### config.mk
export PLATFORM = sky130hd
export DESIGN_NAME = membus_arbiter
export DESIGN_NICKNAME = d
export VERILOG_FILES = /design/src/rtl/membus_arb_pkg.sv /design/src/rtl/membus_arbiter_rr_pick.sv /design/src/rtl/membus_arbiter.sv
export SDC_FILE = /design/constraint.sdc
export NUM_CORES = 1
export LEC_CHECK = 0
export BUFFER_PORTS_ARGS = -buffer_cell sky130_fd_sc_hd__buf_2
export CORE_MARGIN = 3
export CORE_UTILIZATION = 41
export CTS_CLUSTER_SIZE = 14
export DETAILED_ROUTE_END_ITERATION = 8
export GPL_ROUTABILITY_DRIVEN = 1
export GPL_TIMING_DRIVEN = 0
export PLACE_DENSITY = 0.88
export SYNTH_ARGS = -nofsm -noshare
export SYNTH_HDL_FRONTEND = slang
export SYNTH_SLANG_ARGS = --single-unit
### constraint.sdc
create_clock -name clk -period 2.2 [get_ports clk]
set_input_delay 0.22 -clock clk [delete_from_list [all_inputs] [get_ports clk]]
set_output_delay 0.22 -clock clk [all_outputs]
set_load 0.03 [all_outputs]
### src/rtl/membus_arb_pkg.sv
// membus_arb_pkg: shared helpers for the memory bus arbiters
package membus_arb_pkg;

    // address width for a memory of len words, never narrower than one bit
    function automatic int aw(input int len);
        return (len > 1) ? $clog2(len) : 1;
    endfunction

    // index width for n requesters, never narrower than one bit
    function automatic int iw(input int n);
        return (n > 1) ? $clog2(n) : 1;
    endfunction

endpackage

### src/rtl/membus_arbiter_rr_pick.sv
// rr_pick: combinational round-robin picker starting at ptr
module rr_pick
    import membus_arb_pkg::*;
#(
    parameter int NREQ = 4,
    parameter int PW   = iw(NREQ)
) (
    input  logic [NREQ-1:0] req,
    input  logic [PW-1:0]   ptr,
    output logic            valid,
    output logic [NREQ-1:0] gnt,
    output logic [PW-1:0]   idx
);

    // scan offsets from farthest to nearest so the requester closest to ptr wins
    always_comb begin
        int j;
        valid = 1'b0;
        idx   = '0;
        for (int k = NREQ - 1; k >= 0; k--) begin
            j = int'(ptr) + k;
            if (j >= NREQ) j -= NREQ;
            if (req[j]) begin
                valid = 1'b1;
                idx   = PW'(j);
            end
        end
        gnt = valid ? (NREQ'(1) << idx) : '0;
    end

endmodule

### src/rtl/membus_arbiter.sv
// membus_arbiter: round-robin sharing of one registered-read memory among NREQ requesters
module membus_arbiter
    import membus_arb_pkg::*;
#(
    parameter int NREQ = 4,
    parameter int LEN  = 256,
    parameter int DW   = 8,
    parameter int CW   = 16,
    parameter int AW   = aw(LEN)
) (
    input  logic            clk,
    input  logic            rst_n,
    input  logic [NREQ-1:0] req,
    input  logic [NREQ-1:0] wr_in,
    input  logic [AW-1:0]   addr_in [NREQ],
    input  logic [DW-1:0]   d_in    [NREQ],
    output logic [NREQ-1:0] gnt,
    output logic [NREQ-1:0] rvalid,
    output logic [DW-1:0]   rdata,
    output logic [AW-1:0]   mem_addr,
    output logic [DW-1:0]   mem_d,
    output logic            mem_wr,
    input  logic [DW-1:0]   mem_q,
    output logic [CW-1:0]   contention_cnt
);

    localparam int PW = iw(NREQ);

    typedef struct packed {
        logic          wr;
        logic [AW-1:0] addr;
        logic [DW-1:0] d;
    } payload_t;

    payload_t        sel;
    logic            valid;
    logic [NREQ-1:0] pick;
    logic [PW-1:0]   idx;
    logic [PW-1:0]   ptr_q, ptr_d;
    logic [PW-1:0]   rd_owner_q, rd_owner_d;
    logic            rd_pend_q, rd_pend_d;
    logic [CW-1:0]   cnt_q, cnt_d;

    rr_pick #(.NREQ(NREQ), .PW(PW)) u_pick (
        .req  (req),
        .ptr  (ptr_q),
        .valid(valid),
        .gnt  (pick),
        .idx  (idx)
    );

    // route the winner's payload to the memory; all strobes idle while in reset
    always_comb begin
        sel      = (rst_n && valid) ? payload_t'{wr: wr_in[idx], addr: addr_in[idx], d: d_in[idx]} : '0;
        gnt      = rst_n ? pick : '0;
        mem_wr   = sel.wr;
        mem_addr = sel.addr;
        mem_d    = sel.d;
        rvalid   = (rst_n && rd_pend_q) ? (NREQ'(1) << rd_owner_q) : '0;
        rdata    = mem_q;
        contention_cnt = cnt_q;
    end

    // next pointer, read-return owner and saturating contention count
    always_comb begin
        ptr_d      = valid ? ((idx == PW'(NREQ - 1)) ? '0 : idx + 1'b1) : ptr_q;
        rd_pend_d  = valid && !wr_in[idx];
        rd_owner_d = valid ? idx : rd_owner_q;
        cnt_d      = ($countones(req) > 1 && cnt_q != '1) ? cnt_q + 1'b1 : cnt_q;
    end

    // state registers; a pending read is dropped by reset
    always_ff @(posedge clk or negedge rst_n) begin
        if (!rst_n) begin
            ptr_q      <= '0;
            rd_pend_q  <= 1'b0;
            rd_owner_q <= '0;
            cnt_q      <= '0;
        end else begin
            ptr_q      <= ptr_d;
            rd_pend_q  <= rd_pend_d;
            rd_owner_q <= rd_owner_d;
            cnt_q      <= cnt_d;
        end
    end

endmodule

==> results.cfg, run 1 <==
[clock_tree]
clock_latency_ns = 0.26
clock_path_buffers = 2
tritoncts = yes
cts.sinks = 21
clk_pin_slew_ns = 0.08
cts_inserted_buffers = 3
clockRootBuffer = clkbuf_8
h-tree-depth = 1

[power]
power_density_mw_per_mm2 = 964
p_leak_nw = 1.50
peakVddDrop_v = 0.000449
total_power_w = 0.00264

[final_layout]
final_cell_mix = 108 x buf_2, 28 x mux2i_1, 25 x buf_4, 20 x dfrtp_1, 16 x o22ai_1
mostFrequentLayoutCell = buf_2
nNetsFinal = 405
antennaDiodeCount = 0
syn2layout_area_growth_pct = 55.7
drive_gt1_share_pct = 56.1

[timing]
relSlewSlack_pct = 35.9
timing.fmax_mhz = 460
tightest_slew_ns = 0.959
finalCritPeriodShare_pct = 98.9
worst_hold_slack_ns = 0.330
rsz0062_at_grt = true
drv_slew = 0
hold_viol = 0
clock_skew_ns = 0.00182
fin_crit_ns = 2.18
setup_viol = 0

[detailed_routing]
ant_nets = 0
wl_met1_mm = 2.18
met3WireLength_um = 497
drt-initial-drc-count = 56
vias_per_cell = 5.38
wl_met2_mm = 3.03
wirelength_mm = 5.76
drc_errors = 0
first_pass_iters = 4
maxUsedRoutingLayer = met4
post_drt_wl_per_cell_um = 15.6
route.vias.total = 1984

[grt]
grt_pass1_vias = 1896
antenna_found_initial = 0
grt_usage_pct = 20.0
grt_pass1_wl_mm = 8.46
overflow = 0
grt_max_degree = 22

[yosys]
syn_area_sq_mm = 0.00176
syn_inst = 183
yosysSeqAreaShare_pct = 29.9
synth_fp_nets = 268
synth_cell_types = 40
ys_ff_latch = 21
syn_avg_cell_area_sq_um = 9.60
synth_warnings = 0

[place]
place_congestion = 0.810
port_buffers = 122
place_hpwl_mm = 4.34

[setup_path]
critPathMaxFanout = 5
crit_type = reg2out
cp-end-kind = primary output
crit_required_ns = 1.98
arrival_ns = 1.96
cp-start-kind = flip-flop

[die]
core_sq_mm = 0.00406
rows = 23
dieArea_sq_mm = 0.00511
die_h_um = 71.5
ios = 131
die_w_um = 71.5
initial_core_util_pct = 43.3

[hold_path]
hp-class = in2reg

[run]
maxCapViolCount = 0

[run_status]
status = finished, final reports clean
final cells by class:
class | count | area (sq um)
Sequential cell | 21 | 527
Buffer | 14 | 151
Clock buffer | 3 | 41.3
Clock inverter | 1 | 5.00
Inverter | 6 | 27.5
Tap cell | 50 | 62.6
Timing Repair Buffer | 132 | 766
Fill cell | 313 | 1320
Multi-Input combinational cell | 142 | 1150
stage by stage:
stage               setup TNS, ns  utilization [%]  std cells  worst slack, ns  instance area, sq um
floorplan                       0                -        183            0.246                  1760
global placement                0             59.9        355            0.197                  2430
detailed placement              0             59.9        355            0.136                  2430
CTS                             0             62.3        363          0.00786                  2530
global route               -0.632             67.4        369          -0.0732                  2740
finish                          0             67.4        369           0.0244                  2740
worst max-delay path: stages, from the launching register on:
cell and delay, ns:
dfrtp_1 0.42, nor2b_4 0.20, a21oi_2 0.07, o21bai_2 0.19, buf_6 0.18, buf_6 0.13, mux2i_2 0.24, o22ai_1 0.11
buf_4 0.18
cells by family (layout without fill, tap and decap cells):
family / after synthesis / after routing / share of synthesized area (%)
and+or+nand+nor: 61 / 61 / 20.0
DFF: 21 / 21 / 29.9
muxes: 35 / 35 / 20.0
xor gates and xnor gates: 15 / 15 / 7.48
adders and majority gates: 3 / 3 / 2.56
AOI/OAI and AO/OA: 28 / 28 / 11.0
buffers and inverters: 20 / 156 / 8.97
registers in the layout, summed over array words and instances (netlist names):
register        count
contention_cnt     16
rd_pend_q           1
rd_owner_q          2
ptr_q               2
where the power goes:
| group | leakage (nW) | switching [W] | internal (W) |
|---|---|---|---|
| logic | 1.20 | 0.000965 | 0.000799 |
| clock network | 0.0255 | 0.000126 | 0.000126 |
| registers | 0.269 | 0.000131 | 0.000489 |
| total | 1.50 | 0.00122 | 0.00141 |
repair_timing:
item                                    in CTS  in global routing
pin swaps                                    0                  9
hold buffers                                 1                  0
buffers inserted                             3                  3
resized for setup                            4                 50
endpoints found under the hold margin       21                  0
endpoints found under the setup margin      16                 18
gates cloned                                 0                  3
layer usage:
metal | vias up | GRT usage, %
li1 | 943 | -
met1 | 936 | 24.6
met2 | 97 | 35.6
met3 | 8 | 4.21
met4 | 0 | 4.80
met5 | - | 0
final timing paths:
| path | to | slack, ns | start | cells past startpoint |
|---|---|---|---|---|
| setup / recovery | mem_wr | 0.02 | ptr_q[1] | 8 |
| hold / removal | ptr_q[1] | 0.33 | req[0] | 4 |
| setup reg to reg | contention_cnt[1] | 0.31 | contention_cnt[0] | 5 |
| hold reg to reg | contention_cnt[15] | 0.49 | contention_cnt[15] | 1 |
| max in group asynchronous | ptr_q[0] | 0.81 | rst_n | 2 |
| min in group asynchronous | contention_cnt[1] | 0.74 | rst_n | 2 |
synthesized netlist by cell type (all sizes together):
cell | instances | share of area (%)
nor2 | 9 | 1.9
and4 | 1 | 0.50
o21bai | 1 | 0.43
mux2i | 34 | 19
nand3 | 7 | 2.3
fa | 1 | 1.1
dfrtp | 21 | 30
nor3 | 2 | 0.57
a21oi | 3 | 0.85
and2b | 1 | 0.43
nand2b | 3 | 1.1
o22ai | 17 | 6.1
clkbuf | 1 | 0.78
nand4 | 8 | 2.8
a21boi | 1 | 0.43
and2 | 2 | 0.86
nor4 | 1 | 0.36
and3 | 9 | 3.3
nand2 | 15 | 4.1
a22o | 1 | 0.50
or4 | 1 | 0.64
o21ai | 3 | 0.85
nor2b | 1 | 0.50
mux2 | 1 | 0.64
o211ai | 1 | 0.71
xnor2 | 12 | 6.0
inv | 5 | 1.1
nor3b | 1 | 0.71
a31oi | 1 | 1.2
ha | 2 | 1.4
buf | 13 | 6.6
xor2 | 3 | 1.5
clkinv | 1 | 0.50
No activity file was read; power rests on OpenSTA's default activity.
==> run 2: changes to the inputs <==
clock period = 2.1 ns   (was 2.2 ns; I/O delays follow)
==> run 2 against run 1 <==
  * The flow now finishes with violations (setup timing)
  * Register-to-register slack lost 0.13 ns
  * First-iteration DRC count grew 120%
  * Routed wire length up 30%
  * Cell area rose by 12%
  * Non-clock buffer count up 6
  * Worst setup slack got worse by 0.20 ns
  * Die area stayed put
  * Hold slack better by 0.014 ns
  * Sequential share of layout area shrank 2.1 points
  * Sequential power increased by 5.8%
  * Count of clock-buffer cells in the layout unchanged
  * Critical path type unchanged
  * Highest routed layer unchanged
==> results.cfg, run 2 (synthesized netlist as in run 1, its figures left out) <==
[grt]
overflow = 0
antenna_found_initial = 0
grt_pass1_wl_mm = 8.52
grt_max_degree = 22
grt_usage_pct = 20.2
grt_pass1_vias = 1897

[setup_path]
crit_required_ns = 1.89
reg2reg_depth = 5
r2r-end = contention_cnt[1]
cp-end-kind = primary output
ff2ff_setup_slack_ns = 0.18
arrival_ns = 2.07
crit_type = reg2out
crit_chain = nand2b_1 > o21ai_1 > o21bai_2 > buf_6 > buf_12 > mux2i_2 > o22ai_4 > buf_6
crit_slowest_cell = dfrtp_1
critPathMaxFanout = 5
timing.rr.start = contention_cnt[0]
slowest_delay_ns = 0.44
crit_top_cell = buf_6
cp-start-kind = flip-flop

[timing]
hold_viol = 0
rsz0062_at_grt = true
clock_skew_ns = 0.00129
worst_hold_slack_ns = 0.344
drv_slew = 0
relSlewSlack_pct = 34.5
setup_viol = 19
fin_crit_ns = 2.28
tightest_slew_ns = 0.979
fin_ws_ns = -0.178
timing.fmax_mhz = 439
finalCritPeriodShare_pct = 108

[detailed_routing]
wirelength_mm = 7.49
vias_per_cell = 5.70
first_pass_iters = 4
route.vias.total = 2139
drt-initial-drc-count = 122
post_drt_wl_per_cell_um = 20.0
drc_errors = 0
ant_nets = 0

[power]
sw_frac_of_total_pct = 46.3
combPwrFrac_pct = 70.9
power_density_mw_per_mm2 = 1040
p_leak_nw = 1.56
netSwitchingPower_w = 0.00149
clkPwrFrac_pct = 8.6
peakVddDrop_v = 0.000480
internal-power_w = 0.00172
power_frac_seq_pct = 20.4

[place]
place_hpwl_mm = 4.34
numPlacedInstances = 355
port_buffers = 122
place_congestion = 0.810

[final_layout]
antennaDiodeCount = 0
final_cell_mix = 102 x buf_2, 26 x buf_4, 20 x dfrtp_1, 19 x mux2i_1, 14 x buf_6
instances_no_fill = 375
drive_gt1_share_pct = 61.8
nNetsFinal = 411
syn2layout_area_growth_pct = 75.1
post-route-util_pct = 75.8
mostFrequentLayoutCell = buf_2
fill_cells = 247
largest_reg_flops = 16

[hold_path]
hp-class = in2reg
worstHoldEndpoint = rd_pend_q
min_path_cells = 3
min_from = wr_in[2]

[clock_tree]
cts_inserted_buffers = 3
clock_latency_ns = 0.26
cts.sinks = 21
h-tree-depth = 1
tritoncts = yes
clk_pin_slew_ns = 0.08
clockRootBuffer = clkbuf_8
clock_path_buffers = 2

[die]
dieArea_sq_mm = 0.00511
die_w_um = 71.5
initial_core_util_pct = 43.3
ios = 131
rows = 23
core_sq_mm = 0.00406
die_h_um = 71.5

[run_status]
status = finished with violations
violations = setup timing

[run]
maxCapViolCount = 0
[run 2: cell count changes in the layout (fill, tap and decap cells not counted), sizes merged]
cell	delta
buf	+7
clkbuf	-1
[run 2: worst max-delay path, delay by kind of cell, from the launching register on]
kind,cells,cell delay [ns]
flops,1,0.44
simple gates,1,0.20
mux,1,0.31
compound gates,3,0.40
buf+inv,3,0.47
[run 2: how the worst max path moves through the flow]
| stage | startpoint | end | cells after the start |
|---|---|---|---|
| floorplan | ptr_q[1] | mem_addr[0] | 6 |
| global placement | req[0] | contention_cnt[10] | 8 |
| detailed placement | req[1] | contention_cnt[10] | 8 |
| CTS | ptr_q[1] | mem_addr[5] | 8 |
| global route | ptr_q[1] | mem_addr[5] | 8 |
| finish | ptr_q[1] | mem_addr[5] | 8 |
[run 2: area by class of cell]
| type | count | area (sq um) | area share [%] |
|---|---|---|---|
| clock buffer | 3 | 41.3 | 1.34 |
| sequential | 21 | 527 | 17.1 |
| buffer | 14 | 166 | 5.41 |
| clock inverter | 1 | 5.00 | 0.163 |
| multi-input combinational | 142 | 1340 | 43.7 |
| inverter | 6 | 27.5 | 0.895 |
| tap | 50 | 62.6 | 2.03 |
| timing repair buffer | 138 | 902 | 29.3 |
[run 2: timing repair]
action                                  CTS  global route
resized for setup                        16            92
gates cloned                              0             5
buffers inserted                          5             5
pin swaps                                 2             8
endpoints found under the setup margin   17            21
hold buffers                              1             0
hold endpoints to repair                 21             0
[run 2: metal layers]
metal | global-route usage [%] | share of wire (%) | vias to the layer above
met2 | 35.8 | 54 | 125
met5 | 0 | 0 | -
li1 | - | - | 953
met3 | 4.35 | 7.5 | 25
met1 | 25.1 | 35 | 1036
met4 | 4.59 | 3.5 | 0
[run 2: power groups by stage]
stage	Sequential, W	Clock (W)	Combinational (W)
detailed placement	0.000649	0	0.00151
global placement	0.000637	0	0.00147
floorplan	0.000746	0	0.000989
finish	0.000656	0.000277	0.00228
global route	0.000670	0.000296	0.00238
CTS	0.000644	0.000274	0.00165
[run 2: through the flow]
step / total power [W] / worst slack [ns] / setup TNS (ns) / area, sq um
finish: 0.00321 / -0.178 / -1.82 / 3080
global route: 0.00335 / -0.223 / -3.20 / 3080
CTS: 0.00256 / -0.0220 / -0.0704 / 2580
detailed placement: 0.00216 / 0.0465 / 0 / 2430
global placement: 0.00211 / 0.107 / 0 / 2430
floorplan: 0.00174 / 0.156 / 0 / 1760
